## config.mk

```make
export PLATFORM = sky130hd
export DESIGN_NAME = keypad_entry_ctrl_flat
export DESIGN_NICKNAME = d
export VERILOG_FILES = /design/src/rtl/keypad_entry_ctrl_if.sv /design/src/rtl/keypad_entry_ctrl.sv /design/src/flat_wrapper.sv
export SDC_FILE = /design/constraint.sdc
export NUM_CORES = 1
export LEC_CHECK = 0
export ABC_AREA = 0
export CELL_PAD_IN_SITES_DETAIL_PLACEMENT = 2
export CELL_PAD_IN_SITES_GLOBAL_PLACEMENT = 2
export CORE_ASPECT_RATIO = 0.7
export CORE_UTILIZATION = 35
export DETAILED_ROUTE_END_ITERATION = 10
export PLACE_DENSITY_LB_ADDON = 0.1
export SLEW_MARGIN = 20
export SYNTH_ARGS = -nofsm -noshare
export SYNTH_HDL_FRONTEND = slang
export SYNTH_SLANG_ARGS = --single-unit
```

## constraint.sdc

```tcl
create_clock -name clk -period 2.9 [get_ports clk]
set_input_delay 0.29 -clock clk [delete_from_list [all_inputs] [get_ports clk]]
set_output_delay 0.29 -clock clk [all_outputs]
set_load 0.005 [all_outputs]
```

## src/rtl/keypad_entry_ctrl_if.sv

```systemverilog
// Keypad entry bus: scanner code and entry handshake on one side, controller outputs on the other.
// The master side drives key_num/entry_ready; the controller is the slave.
interface keypad_entry_ctrl_if;
    logic [3:0]  key_num;
    logic        key_event;
    logic [3:0]  key_code;
    logic [15:0] digits;
    logic [2:0]  count;
    logic        entry_valid;
    logic [15:0] entry_data;
    logic [2:0]  entry_len;
    logic        entry_ready;
    logic        overflow;

    modport master (
        output key_num, entry_ready,
        input  key_event, key_code, digits, count,
        input  entry_valid, entry_data, entry_len, overflow
    );

    modport slave (
        input  key_num, entry_ready,
        output key_event, key_code, digits, count,
        output entry_valid, entry_data, entry_len, overflow
    );
endinterface

```

## src/rtl/keypad_entry_ctrl.sv

```systemverilog
// Debounced keypad press detector with a 4-digit BCD entry buffer and a valid/ready entry output.
// Define KEYPAD_BACKSPACE_EN to make '*' delete the newest digit instead of clearing the buffer.
module keypad_entry_ctrl #(
    parameter int DEBOUNCE_CYC = 16
) (
    input  logic                 clk,
    input  logic                 rst,
    keypad_entry_ctrl_if.slave   bus
);
    localparam int       MAX_DIGITS = 4;
    localparam logic [7:0] CNT_LAST = 8'(DEBOUNCE_CYC - 1);
    localparam logic [3:0] K_STAR   = 4'd1;
    localparam logic [3:0] K_HASH   = 4'd2;

    typedef enum logic [1:0] {IDLE, DEB, PRESSED, REL} state_t;

    state_t      r_state;
    logic [7:0]  r_cnt;
    logic [3:0]  r_sample;
    logic [3:0]  r_cand;
    logic        r_key_event;
    logic [3:0]  r_key_code;
    logic [15:0] r_digits;
    logic [2:0]  r_count;
    logic        r_entry_valid;
    logic [15:0] r_entry_data;
    logic [2:0]  r_entry_len;
    logic        r_overflow;

    logic        w_accept;
    logic        w_is_digit;
    logic        w_take;
    logic        w_full;

    // A press is accepted on the edge the debounce counter completes with the code still stable.
    assign w_accept   = (r_state == DEB) && (r_sample == r_cand) && (r_cnt == CNT_LAST);
    assign w_is_digit = (r_cand >= 4'd3) && (r_cand <= 4'd12);
    assign w_take     = r_entry_valid && bus.entry_ready;
    assign w_full     = (r_count == 3'(MAX_DIGITS));

    always_ff @(posedge clk or posedge rst) begin
        if (rst) begin
            r_state       <= IDLE;
            r_cnt         <= '0;
            r_sample      <= '0;
            r_cand        <= '0;
            r_key_event   <= 1'b0;
            r_key_code    <= '0;
            r_digits      <= '0;
            r_count       <= '0;
            r_entry_valid <= 1'b0;
            r_entry_data  <= '0;
            r_entry_len   <= '0;
            r_overflow    <= 1'b0;
        end else begin
            r_sample    <= (bus.key_num > 4'd12) ? 4'd0 : bus.key_num;
            r_key_event <= 1'b0;
            r_overflow  <= 1'b0;
            if (w_take)
                r_entry_valid <= 1'b0;

            case (r_state)
                IDLE: begin
                    if (r_sample != 4'd0) begin
                        r_state <= DEB;
                        r_cand  <= r_sample;
                        r_cnt   <= '0;
                    end
                end
                DEB: begin
                    if (r_sample != r_cand) begin
                        r_state <= IDLE;
                    end else if (r_cnt == CNT_LAST) begin
                        r_state     <= PRESSED;
                        r_key_event <= 1'b1;
                        r_key_code  <= r_cand;
                    end else begin
                        r_cnt <= r_cnt + 8'd1;
                    end
                end
                PRESSED: begin
                    if (r_sample == 4'd0) begin
                        r_state <= REL;
                        r_cnt   <= '0;
                    end
                end
                REL: begin
                    if (r_sample != 4'd0)
                        r_state <= PRESSED;
                    else if (r_cnt == CNT_LAST)
                        r_state <= IDLE;
                    else
                        r_cnt <= r_cnt + 8'd1;
                end
                default: r_state <= IDLE;
            endcase

            if (w_accept) begin
                if (w_is_digit) begin
                    if (w_full) begin
                        r_overflow <= 1'b1;
                    end else begin
                        r_digits <= {r_digits[11:0], r_cand - 4'd3};
                        r_count  <= r_count + 3'd1;
                    end
                end else if (r_cand == K_HASH) begin
                    if (r_count != 3'd0) begin
                        // A commit on the consuming edge overrides the valid clear above.
                        if (!r_entry_valid || bus.entry_ready) begin
                            r_entry_data  <= r_digits;
                            r_entry_len   <= r_count;
                            r_entry_valid <= 1'b1;
                            r_digits      <= '0;
                            r_count       <= '0;
                        end else begin
                            r_overflow <= 1'b1;
                        end
                    end
                end else if (r_cand == K_STAR) begin
                    if (r_count != 3'd0) begin
`ifdef KEYPAD_BACKSPACE_EN
                        r_digits <= {4'd0, r_digits[15:4]};
                        r_count  <= r_count - 3'd1;
`else
                        r_digits <= '0;
                        r_count  <= '0;
`endif
                    end
                end
            end
        end
    end

    assign bus.key_event   = r_key_event;
    assign bus.key_code    = r_key_code;
    assign bus.digits      = r_digits;
    assign bus.count       = r_count;
    assign bus.entry_valid = r_entry_valid;
    assign bus.entry_data  = r_entry_data;
    assign bus.entry_len   = r_entry_len;
    assign bus.overflow    = r_overflow;
endmodule

```

## src/flat_wrapper.sv

```systemverilog
// flat-port wrapper written by rule: the top's interface ports become plain ports
module keypad_entry_ctrl_flat 
#(
    parameter int DEBOUNCE_CYC = 16
)
  (clk, rst, bus_key_num, bus_entry_ready, bus_key_event, bus_key_code, bus_digits, bus_count, bus_entry_valid, bus_entry_data, bus_entry_len, bus_overflow);
  keypad_entry_ctrl_if bus_i ();
  input  logic clk;
  input  logic rst;
  input wire logic [$bits(bus_i.key_num)-1:0] bus_key_num;
  input wire logic [$bits(bus_i.entry_ready)-1:0] bus_entry_ready;
  output wire logic [$bits(bus_i.key_event)-1:0] bus_key_event;
  output wire logic [$bits(bus_i.key_code)-1:0] bus_key_code;
  output wire logic [$bits(bus_i.digits)-1:0] bus_digits;
  output wire logic [$bits(bus_i.count)-1:0] bus_count;
  output wire logic [$bits(bus_i.entry_valid)-1:0] bus_entry_valid;
  output wire logic [$bits(bus_i.entry_data)-1:0] bus_entry_data;
  output wire logic [$bits(bus_i.entry_len)-1:0] bus_entry_len;
  output wire logic [$bits(bus_i.overflow)-1:0] bus_overflow;
  assign bus_i.key_num = bus_key_num;
  assign bus_i.entry_ready = bus_entry_ready;
  assign bus_key_event = bus_i.key_event;
  assign bus_key_code = bus_i.key_code;
  assign bus_digits = bus_i.digits;
  assign bus_count = bus_i.count;
  assign bus_entry_valid = bus_i.entry_valid;
  assign bus_entry_data = bus_i.entry_data;
  assign bus_entry_len = bus_i.entry_len;
  assign bus_overflow = bus_i.overflow;
  keypad_entry_ctrl #(.DEBOUNCE_CYC(DEBOUNCE_CYC)) u_core (.clk(clk), .rst(rst), .bus(bus_i));
endmodule
```

Yosys cells after proc, flatten, opt, wreduce, memory -nomap -nowiden. Cells that the tools add are included.

Order comparisons: 3. Bitwise gates (word level): 2. Reduce and logical (&&, ||, !) cells: 18. Equality and inequality tests: 17. Muxes and demuxes: 43. Add/subtract/negate cells: 3.

Operators with widths (number): 16-bit 2-to-1 mux (7); 8-bit 2-to-1 mux (5); 8-bit case mux with 4 select lines (1); 3-bit 2-to-1 mux (7); 1-bit 2-to-1 mux (15); 2-bit 2-to-1 mux (6); 5-bit AND reduction (2); 8-bit by 1-bit adder with 8-bit output (second input constant) (1); 8-bit by 4-bit equality test with 1-bit output (second input constant) (1); 2-bit case mux with 4 select lines (1); 4-bit AND reduction (2); 2-bit != test (second input constant) (3); 3-bit nonzero test (2); 2-bit equality test (second input constant) (2); 4-bit by 1-bit equality test with 1-bit output (second input constant) (1); 4-bit by 2-bit equality test with 1-bit output (second input constant) (1); 4-bit equality test (1); 4-bit by 2-bit >= comparator with 1-bit output (second input constant) (1); 4-bit greater-than comparator (second input constant) (1); 4-bit less-or-equal comparator (second input constant) (1); 1-bit logical AND (4); 4-bit zero test (1); 4-bit 2-to-1 mux (1); 2-bit by 1-bit != test with 1-bit output (second input constant) (2); other kinds (16) (17).

Register bits: 63. Input port bits: 7. Output and inout port bits: 45.

Depth between registers and ports, before layout.
Depth in word-level cells: 7. Depth in mapped cells: 8.

Worst setup path after synthesis. OpenSTA, ideal clock, no wires.

Kind: reg-to-reg. From: register u_core.r_cnt[5]. To: register u_core.r_digits[0] (netlist: u_core.bus.digits[0]). Path buffers: 1. Setup slack: 0.475 ns. Library setup time: 0.064 ns. Stages on the path, launching flop included: 7. Arrival time: 2.362 ns. Required time: 2.836 ns. Cells stage by stage: dfrtp_1 > or4b_4 > or2_4 > or3_4 > a2111oi_4 > buf_6 > a22o_2.

Word-level cells in the longest chain between the ends: 3.

RTL lines: start: declaration (RTL line keypad_entry_ctrl.sv:18) `logic [7:0] r_cnt;`; start signal: assignment (RTL line keypad_entry_ctrl.sv:78) `r_cnt <= r_cnt + 8'd1;`; start signal: assignment (RTL line keypad_entry_ctrl.sv:93) `r_cnt <= r_cnt + 8'd1;`; 8-bit by 4-bit equality test with 1-bit output (RTL line keypad_entry_ctrl.sv:36) `assign w_accept = (r_state == DEB) && (r_sample == r_cand) && (r_cnt == CNT_LAST);`; 1-bit logical AND (RTL line keypad_entry_ctrl.sv:36); 5-bit AND reduction (no line); end signal: assignment (RTL line keypad_entry_ctrl.sv:103) `r_digits <= {r_digits[11:0], r_cand - 4'd3};`; end: declaration (RTL line keypad_entry_ctrl.sv:23) `logic [15:0] r_digits;`.

No other way between the ends. A chain may end at the register's enable or synchronous reset.

Final worst setup path.
From: register u_core.r_cnt[5]. To: register u_core.r_count[0] (netlist: u_core.bus.count[0]).

Word-level cells in the longest chain between the ends: 3.

RTL lines: 8-bit by 4-bit equality test with 1-bit output (RTL line keypad_entry_ctrl.sv:36); 1-bit logical AND (RTL line keypad_entry_ctrl.sv:36); 5-bit AND reduction (no line); end signal: assignment (RTL line keypad_entry_ctrl.sv:104) `r_count <= r_count + 3'd1;`; end: declaration (RTL line keypad_entry_ctrl.sv:24) `logic [2:0] r_count;`.

No other way between the ends.

==> implementation parameters <==
Parameter                              Value

Detailed routing
  Top layer in use    met4
  Vias per cell    5.237
  Vias after detailed routing    1964
  Detailed-route wire length on metal 1    3443 um
  Post-DR wirelength/cell    18.60 um
  Post-route ant nets    0
  WL met2    3171 um
  Detailed route wirelength on metal3    348 um
  Number of detailed-routing iterations run before antenna repair    4
  Post-route DRC violation count    0
  Starting DRC count in detailed routing    25
  Final wirelength    6974 um

Setup path
  Delay of the slowest cell on the worst path    between 500 and 600 ps
  Arrival time of data at the critical path endpoint    a little under 3000 ps
  Kind of capture point of the worst setup path    flip-flop
  Sequence of cells on the critical path    or4b_4 > or2_4 > nor3_1 > o221ai_4 > mux2_2
  Endpoint required time on the critical path    3110 ps
  Slowest cell on the critical path    or4b_4
  Crit Path Max Fanout    18
  Worst Setup Start Kind    flip-flop
  Kind of critical path    flip-flop to flip-flop

CTS
  # resized after CTS    0
  CTS sink count    between 60 and 70
  Setup fix buffers added after clock tree synthesis    0
  Number of H-tree levels    3
  CTS Hold Buffers Added    0
  Clock network latency to the later pin of the worst-skew pair    approximately 330 ps
  Number of buffers created by CTS    9
  Buffer depth of the longest clock path    2
  Clock tree root buffer cell    clkbuf_16
  Clock tree from TritonCTS    done
  Clock-pin slew on the worst setup and hold paths    ~50 ps

Floorplanning
  Number of placement rows    26
  Die height    around 76 um
  Core region area    7482 sq um
  Die area    approximately 8300 sq um
  Starting density of the core    0.3704
  I/O pins    52
  Die W    roughly 110 um

Place
  Instance area after placement    ~3400 sq um
  Detail Placement HPWL    4758 um
  Final Wtd Congestion    0.7293
  Placed Instances    approximately 360
  Total of buffers placed on input and output ports    slightly above 50

Finish
  Final Instance Area    3685 sq um
  Synthesis-to-layout area growth    32.96%
  Number of standard cells in the final layout excluding fillers    375
  Net count reported at finish    286
  Proportion of layout cells with a drive suffix above 1    0.2202
  Antenna cells    0

Yosys
  Yosys warning total    0
  Syn_nets    ~230
  Post-synth top area cell    dfrtp_1
  Leading cell types by total area after synthesis    dfrtp_1, mux2_2, a22o_2, ha_1, a22o_1
  Area of the mapped netlist    2771 sq um
  Proportion of synthesized flip-flops having asynchronous set or reset    1.000
  Post-synth top cells    dfrtp_1, mux2_2, nand2_1
  Top-count cell post-synth    dfrtp_1
  EDFF count, synth    0
  Seq cells post-synth    63
  Synthesized instance count    212
  Avg Cell Area, Syn    13.07 sq um
  Proportion of netlist area held by the largest area contributor    0.5688
  Number of distinct library cells after synthesis    45
  Top flip-flop cell by instance count after synthesis    dfrtp_1
  Fraction of the yosys area taken by sequential cells    0.5688

GRT
  GRT Overall Usage    0.1918
  Initial antenna violation count    0
  Pin count of the biggest net entering global routing    60
  Global-route wire length before repair    11890 um
  Number of global-route vias before repair    2199
  Gr ovfl total    0

Pwr
  PnR Total Power    2497 uW
  Static Leakage    0.001637 uW
  Power Density    a little under 700 nW/um^2
  Worst vdd rail ir drop    0.0002974 V

STA
  Post-layout min period    ~2700 ps
  Setup tns final    0 ps
  Final Max Slew Viols    0
  Post-route worst hold slack    162.9 ps
  Slew at the pin closest to its max-slew limit    672.2 ps
  Tightest slew margin relative to the limit    0.5484
  Final Setup Violations    0
  RSZ-0062 raised after global routing    false
  Final Hold Viols    0
  Post-route clock period utilization    0.9292
  Setup Skew    approximately 7.8 ps
  Maximum operating frequency    roughly 370 MHz

Outcome
  Outcome    complete, no violations

Worst hold path
  Path class of the lowest-slack min-delay path    primary input to async pin

Job
  Max-cap violation count    0
## critical path, delay by kind of cell (launching register included)
family | cells | cell delay (ps)
compound gates | 1 | 430
flops | 1 | 410
simple gates | 3 | 1360
mux | 1 | 380
## flip-flops by register name, indices dropped and copies added, names as in the netlist
register                cells
u_core.bus.entry_data      16
u_core.bus.entry_valid      1
u_core.bus.digits          16
u_core.r_sample             4
u_core.bus.key_event        1
u_core.bus.overflow         1
u_core.r_cand               4
u_core.bus.count            3
u_core.bus.key_code         4
u_core.bus.entry_len        3
u_core.r_cnt                8
u_core.r_state              2
## cells in the final DEF, fill, tap and decap left out, types with 2 or more instances in the layout
master           instances
nor2_1                   2
clkbuf_1                 6
ha_1                     7
nor4b_1                  2
nand2_1                 14
o21ai_0                  7
a22o_1                   9
nand4b_1                 2
nand2b_1                 2
clkbuf_16                9
and2_1                   2
a21oi_1                  3
nand4_1                  2
nor3_1                   4
o31ai_1                  2
inv_1                    7
o211ai_1                 2
dfrtp_1                 63
mux2i_1                  2
clkdlybuf4s50_1         51
buf_4                    4
nand3_1                  4
xnor2_1                  5
xor2_1                   2
a22o_2                  10
a21boi_0                 5
mux2_2                  26
or2_2                    2
## kinds of logic after synthesis
family	synth area share
AOI/OAI and AO/OA	0.1400
and+or+nand+nor	0.1016
DFF	0.5688
muxes	0.1129
buffers and inverters	0.02302
adders and majority gates	0.03160
xor gates and xnor gates	0.02212
## through the flow
| step | utilization | worst slack [ps] |
|---|---|---|
| after floorplan | - | 474.7 |
| after global placement | 0.4572 | 247.0 |
| after detailed placement | 0.4572 | 206.4 |
| after CTS | 0.4910 | 177.9 |
| after global routing | 0.4925 | 4.127 |
| final | 0.4925 | 205.4 |
## per-layer routing
layer  up-vias  global-route usage
li1        894                   -
met1      1030              0.2667
met2        38              0.2847
met3         2             0.07613
met4         0             0.03243
met5         -                   0
## where the power goes
group          internal (uW)  total [uW]  switching (uW)  leakage, uW
Sequential               936        1040             109     0.000853
Clock                    578         937             359     0.000122
Combinational            207         515             308     0.000662
## layout make-up
class,count,area [sq um]
clock inverters,1,5.005
clock buffers,15,247.7
multi-input cells,134,1142
inverters,8,30.03
flip-flops and latches,63,1577
repair buffers,56,560.5
well taps,98,122.6
fillers,735,3797
## path summary, 6_finish.rpt
kind                                             to                     start  cells after the start  slack [ps]
setup / recovery                u_core.bus.count[0]           u_core.r_cnt[5]                      5         210
hold / removal             u_core.bus.entry_data[5]                       rst                      2         160
setup reg to reg                u_core.bus.count[0]           u_core.r_cnt[5]                      5         210
hold reg to reg            u_core.bus.entry_data[9]  u_core.bus.entry_data[9]                      1         500
max in group asynchronous    u_core.bus.key_code[0]                       rst                      3        2210
min in group clk           u_core.bus.entry_data[9]  u_core.bus.entry_data[9]                      1         500
Note: power is estimated with default switching activity, not from simulation.
